`src/rtl/fetch_pkg.sv`:
```
// Shared types for the instruction fetch stage: FSM states, bus widths and
// the {pc, word} entry carried through the prefetch FIFO.
package fetch_pkg;

    localparam int unsigned FETCH_ADDR_W = 16;
    localparam int unsigned FETCH_DATA_W = 32;

    typedef enum logic [1:0] {
        IDLE  = 2'd0,
        RUN   = 2'd1,
        FLUSH = 2'd2
    } fetch_state_t;

    typedef struct packed {
        logic [FETCH_ADDR_W-1:0] pc;
        logic [FETCH_DATA_W-1:0] data;
    } fetch_entry_t;

endpackage

```
`src/rtl/fetch_fifo.sv`:
```
// Prefetch FIFO of fetch entries. Flush beats push and pop. When empty the
// head port keeps showing the last entry that was presented.
module fetch_fifo
    import fetch_pkg::*;
#(
    parameter int unsigned DEPTH = 4
) (
    input  logic         CLK,
    input  logic         RST,
    input  logic         push,
    input  fetch_entry_t push_data,
    input  logic         pop,
    input  logic         flush,
    output logic         full,
    output logic         empty,
    output fetch_entry_t head
);

    localparam int unsigned IDX_W = $clog2(DEPTH);
    localparam int unsigned PTR_W = IDX_W + 1;

    fetch_entry_t     mem_q [DEPTH];
    fetch_entry_t     hold_q;
    logic [PTR_W-1:0] wr_q, wr_d;
    logic [PTR_W-1:0] rd_q, rd_d;
    logic             push_ok;
    logic             pop_ok;

    assign empty   = (wr_q == rd_q);
    assign full    = (wr_q[PTR_W-1] != rd_q[PTR_W-1]) &&
                     (wr_q[IDX_W-1:0] == rd_q[IDX_W-1:0]);
    assign pop_ok  = pop && !empty;
    assign push_ok = push && (!full || pop_ok);
    assign head    = empty ? hold_q : mem_q[rd_q[IDX_W-1:0]];

    // Pointer next-state; flush empties the queue outright.
    always_comb begin
        wr_d = wr_q;
        rd_d = rd_q;
        if (flush) begin
            wr_d = '0;
            rd_d = '0;
        end else begin
            if (push_ok) wr_d = wr_q + PTR_W'(1);
            if (pop_ok)  rd_d = rd_q + PTR_W'(1);
        end
    end

    // Pointer and hold registers; hold tracks the presented head.
    always_ff @(posedge CLK) begin
        if (RST) begin
            wr_q   <= '0;
            rd_q   <= '0;
            hold_q <= '0;
        end else begin
            wr_q <= wr_d;
            rd_q <= rd_d;
            if (!empty) hold_q <= mem_q[rd_q[IDX_W-1:0]];
        end
    end

    // Entry storage; contents are only observed through valid pointers.
    always_ff @(posedge CLK) begin
        if (!flush && push_ok) mem_q[wr_q[IDX_W-1:0]] <= push_data;
    end

endmodule

```
`src/rtl/instruction_fetch.sv`:
```
// Instruction fetch stage: PC, ROM addressing, prefetch FIFO and decoder
// handshake with redirect/flush. Optional perf counters under FETCH_PERF_EN.
module instruction_fetch
    import fetch_pkg::*;
#(
    parameter int unsigned       ADDR_W   = FETCH_ADDR_W,
    parameter int unsigned       DATA_W   = FETCH_DATA_W,
    parameter int unsigned       DEPTH    = 4,
    parameter logic [ADDR_W-1:0] RESET_PC = '0
) (
    input  logic              CLK,
    input  logic              RST,
    input  logic              enable,
    output logic [ADDR_W-1:0] rom_address,
    input  logic [DATA_W-1:0] rom_data,
    input  logic              redirect_valid,
    input  logic [ADDR_W-1:0] redirect_pc,
    output logic              instr_valid,
    input  logic              instr_ready,
    output logic [DATA_W-1:0] instr_data,
    output logic [ADDR_W-1:0] instr_pc,
    output logic [1:0]        fetch_state
`ifdef FETCH_PERF_EN
    ,
    output logic [31:0]       perf_fetch_count,
    output logic [31:0]       perf_stall_count
`endif
);

    fetch_state_t      state_q, state_d;
    logic [ADDR_W-1:0] pc_q, pc_d;
    logic              fifo_full;
    logic              fifo_empty;
    logic              pop_c;
    logic              push_c;
    fetch_entry_t      push_entry;
    fetch_entry_t      head_entry;

    assign pop_c  = instr_valid && instr_ready;
    assign push_c = (state_q == RUN) && enable && !redirect_valid &&
                    (!fifo_full || pop_c);

    assign push_entry.pc   = FETCH_ADDR_W'(pc_q);
    assign push_entry.data = FETCH_DATA_W'(rom_data);

    // FSM next-state and PC update; redirect overrides everything.
    always_comb begin
        state_d = state_q;
        pc_d    = pc_q;
        case (state_q)
            IDLE:    if (enable)  state_d = RUN;
            RUN:     if (!enable) state_d = IDLE;
            FLUSH:   state_d = enable ? RUN : IDLE;
            default: state_d = IDLE;
        endcase
        if (push_c) pc_d = pc_q + ADDR_W'(1);
        if (redirect_valid) begin
            state_d = FLUSH;
            pc_d    = redirect_pc;
        end
    end

    // State and PC registers.
    always_ff @(posedge CLK) begin
        if (RST) begin
            state_q <= IDLE;
            pc_q    <= RESET_PC;
        end else begin
            state_q <= state_d;
            pc_q    <= pc_d;
        end
    end

    fetch_fifo #(
        .DEPTH (DEPTH)
    ) u_fifo (
        .CLK       (CLK),
        .RST       (RST),
        .push      (push_c),
        .push_data (push_entry),
        .pop       (pop_c),
        .flush     (redirect_valid),
        .full      (fifo_full),
        .empty     (fifo_empty),
        .head      (head_entry)
    );

    assign rom_address = pc_q;
    assign instr_valid = !fifo_empty;
    assign instr_data  = DATA_W'(head_entry.data);
    assign instr_pc    = ADDR_W'(head_entry.pc);
    assign fetch_state = state_q;

`ifdef FETCH_PERF_EN
    logic [31:0] perf_fetch_q;
    logic [31:0] perf_stall_q;
    logic        stall_c;

    assign stall_c = (state_q == RUN) && enable && !redirect_valid &&
                     fifo_full && !pop_c;

    // Push and full-stall counters; free-running, survive redirects.
    always_ff @(posedge CLK) begin
        if (RST) begin
            perf_fetch_q <= '0;
            perf_stall_q <= '0;
        end else begin
            if (push_c)  perf_fetch_q <= perf_fetch_q + 32'd1;
            if (stall_c) perf_stall_q <= perf_stall_q + 32'd1;
        end
    end

    assign perf_fetch_count = perf_fetch_q;
    assign perf_stall_count = perf_stall_q;
`endif

endmodule

```
`config.mk`:
```
export PLATFORM = sky130hd
export DESIGN_NAME = instruction_fetch
export DESIGN_NICKNAME = d
export VERILOG_FILES = /design/src/rtl/fetch_pkg.sv /design/src/rtl/fetch_fifo.sv /design/src/rtl/instruction_fetch.sv
export SDC_FILE = /design/constraint.sdc
export NUM_CORES = 1
export LEC_CHECK = 0
export ABC_AREA = 1
export CAP_MARGIN = 5
export CORE_MARGIN = 5
export CORE_UTILIZATION = 45
export CTS_BUF_LIST = sky130_fd_sc_hd__clkbuf_8
export DETAILED_ROUTE_END_ITERATION = 16
export PLACE_DENSITY = 0.7
export SETUP_SLACK_MARGIN = 0.1
export SLEW_MARGIN = 20
export SYNTH_ARGS = -nofsm -noshare
export SYNTH_HDL_FRONTEND = slang
export SYNTH_SLANG_ARGS = --single-unit
```
`constraint.sdc`:
```
create_clock -name CLK -period 7.3 [get_ports CLK]
set_clock_uncertainty 0.2 [all_clocks]
set_input_delay 0.73 -clock CLK [delete_from_list [all_inputs] [get_ports CLK]]
set_output_delay 0.73 -clock CLK [all_outputs]
set_load 0.1 [all_outputs]
```
==> results.md <==
* CP max FO at 51
* Yosys warnings at 0
* Worst slew pin tran at roughly 1.1 ns
* Sw power at 0.7373 mW
* RSZ-0062 raised after global routing: no
* CTS buffer count at 44
* Comb pwr share at 7.1%
* Synth unique cells at 28
* Die ar. at 27060 µm²
* Clock root buffer: clkbuf_8
* Placed cell area at about 12000 µm²
* Max IR drop VDD at 0.1519 mV
* First-pass GRT wire length at roughly 36 mm
* Count of input and output buffers at 119
* Postcts setup bufs at 0
* Drc violations at 0
* Pwr Total at 3.077 mW
* DP Wirelength at about 13 mm
* Setup TNS Final at 0 ns
* Worst setup SP type: register
* Layout cells sized above 1 at 10.89%
* Crit share post-route at 67.83%
* Share of total power in the clock network at 39.3%
* Hold_ws at roughly 0.27 ns
* DR vias/cell at roughly 5
* Clock latency on the worst-skew pair at 0.54 ns
* CP endpoint kind: output port
* Worst path required time at 6.37 ns
* Normalized max-slew margin at ~28%
* Cell Int Power at 2.339 mW
* Post-DRT Antenna Nets at 0
* Syn Inst Count at approximately 940
* Cell Rows at 56
* Fillers at 1959
* PD cells at 237.9 nW/µm²
* Chip Width at 164.5 µm
* CTS max path bufs at 3
* Hold Path Class: register to register
* CTS resizes at 0
* Max Slew Vio Count at 0
* Worst-path clk slew at 0.06 ns
* Fin util at between 50% and 60%
* Worst Setup Slack, final at roughly 2.3 ns
* Routability cong. at slightly above 0.8
* Synth Register Bits at 266
* Mapped Area at 10740 µm²
* Wire per inst at 16.31 µm
* Htree depth at 2
* Sw frac at 23.96%
* # Max-Cap Violations at 0
* Clk sink count at 266
* Commonest cells after routing, fill and taps aside: 213 x nand2_1, 192 x edfxtp_1, 118 x clkdlybuf4s50_1, 72 x dfxtp_1, 71 x nor2_1
* Max Clk Rate at 202.0 MHz
* Crit path DAT at approximately 4 ns
* Cts hold-fix bufs at 0
* Drt pass-1 iters at 4
* Cell Count Post-Placement at 1331
* CTS tree: done
* Final min period at 4.951 ns
* Diode count at 0
* Crit Path Class: register to output port
* Share of power burned in registers at between 50% and 60%
* Setup violators final at 0
* Leak pwr at between 4 and 5 nW
* Post-synthesis sequential area ratio at 67.46%
* Most common cell after layout, fill and taps aside: nand2_1
* Number of antenna violations at the first check in global routing at 1
* GRT overflow at 0
* Final Instance Area at 12930 µm²
* WL final at around 23 mm
* Gr usage total at 17.06%
* Status: finished, final reports clean
* I/O pin cnt at 120
* Area grow syn2layout at 20.38%
* Initial Util at 45.77%
* Syn nets at 997
* Post-Place Worst Slack at 2.740 ns
* Die height at 164.5 µm
* Final nets at roughly 1.1k
* Vias in the first global route at around 7.1k
* Floorplan Core Area at about 23000 µm²
* Syn Area/Cell at 11.45 µm²
* Fin cells at 1412
* Drt first-iter violations at 478
* Fin. Hold Viols at 0
* Routed vias at 7171
* Largest net degree at the start of global routing at 97
Yosys cell counts:
| cell type | instances | area [µm²] |
|---|---|---|
| o21bai_1 | 2 | 15.01 |
| mux2i_1 | 48 | 480.5 |
| nor3_1 | 2 | 10.01 |
| buf_4 | 2 | 15.01 |
| nor2_4 | 1 | 11.26 |
| nand4_1 | 6 | 37.54 |
| buf_6 | 9 | 101.4 |
| xor2_1 | 2 | 17.52 |
| o22ai_1 | 48 | 300.3 |
| nor2_1 | 75 | 281.5 |
| nand3_1 | 35 | 175.2 |
| ha_1 | 6 | 75.07 |
| xnor2_1 | 2 | 17.52 |
| inv_2 | 4 | 15.01 |
| nand2_2 | 22 | 137.6 |
| nand2_4 | 1 | 11.26 |
| nand2_1 | 213 | 799.5 |
| o21ai_0 | 58 | 290.3 |
| inv_1 | 33 | 123.9 |
| clkbuf_1 | 24 | 90.09 |
| buf_2 | 11 | 55.05 |
| a21oi_1 | 42 | 210.2 |
| dfxtp_1 | 74 | 1481 |
| buf_1 | 2 | 7.510 |
| nor2_2 | 2 | 12.51 |
| edfxtp_1 | 192 | 5766 |
| a21oi_2 | 20 | 175.2 |
| buf_8 | 2 | 30.03 |
metal layers:
| metal | track usage (%) | vias up | part of all wire [%] |
|---|---|---|---|
| met2 | 28.16 | 200 | 47 |
| met1 | 22.61 | 3383 | 45 |
| li1 | - | 3545 | - |
| met3 | 3.868 | 41 | 6.3 |
| met5 | 0 | - | 0.043 |
| met4 | 5.293 | 2 | 2.0 |
area by class of cell:
| class | count | area [µm²] | area share, % |
|---|---|---|---|
| clock inverters | 36 | 205.2 | 1.587 |
| inverters | 37 | 140.1 | 1.084 |
| flip-flops and latches | 266 | 7254 | 56.10 |
| repair buffers | 124 | 1226 | 9.481 |
| clock buffers | 45 | 619.3 | 4.789 |
| well taps | 319 | 399.1 | 3.086 |
| multi-input cells | 585 | 3088 | 23.88 |
path summary, 6_finish.rpt:
kind             startpoint                  end  slack, ns  depth (start not counted)
max          u_fifo.rd_q[0]        instr_data[0]       2.35                          9
min          fetch_state[0]       fetch_state[0]       0.27                          1
max reg2reg  u_fifo.rd_q[0]  u_fifo.mem_q[3][38]       4.30                          8
min reg2reg  fetch_state[0]       fetch_state[0]       0.27                          1
kinds of logic after synthesis:
kind of cell | count (synthesis) | synth area share [%]
XOR/XNOR | 4 | 0.3262
adder cells (fa/ha/maj) | 6 | 0.6988
flip-flops | 266 | 67.46
AND/OR/NAND/NOR | 357 | 13.74
multiplexers | 48 | 4.472
AO/OA/AOI/OAI | 170 | 9.224
buffers and inverters | 87 | 4.076
sequential cells by signal (all words and copies together) (netlist names), named ones only:
name	flops
fetch_state	2
rom_address	16
u_fifo.hold_q	48
u_fifo.mem_q	192
u_fifo.rd_q	3
u_fifo.wr_q	3
critical path, stage by stage, from the launching register on:
cell	delay, ns
dfxtp_1	0.33
inv_1	0.11
nand2_1	0.06
nand2_1	0.11
nor2_4	0.05
nand2_4	0.50
clkinv_2	0.95
nand2_1	0.32
nand2_1	0.09
clkdlybuf4s50_1	0.97
power groups by stage:
stage,clock [mW],combinational (mW),sequential (mW)
2_1_floorplan,0,0.109,1.71
3_3_place_gp,0,0.218,1.68
5_1_grt,1.32,0.231,1.65
3_5_place_dp,0,0.219,1.68
6_report,1.21,0.218,1.65
4_1_cts,1.25,0.220,1.65
(Power assumes the default switching activity.)
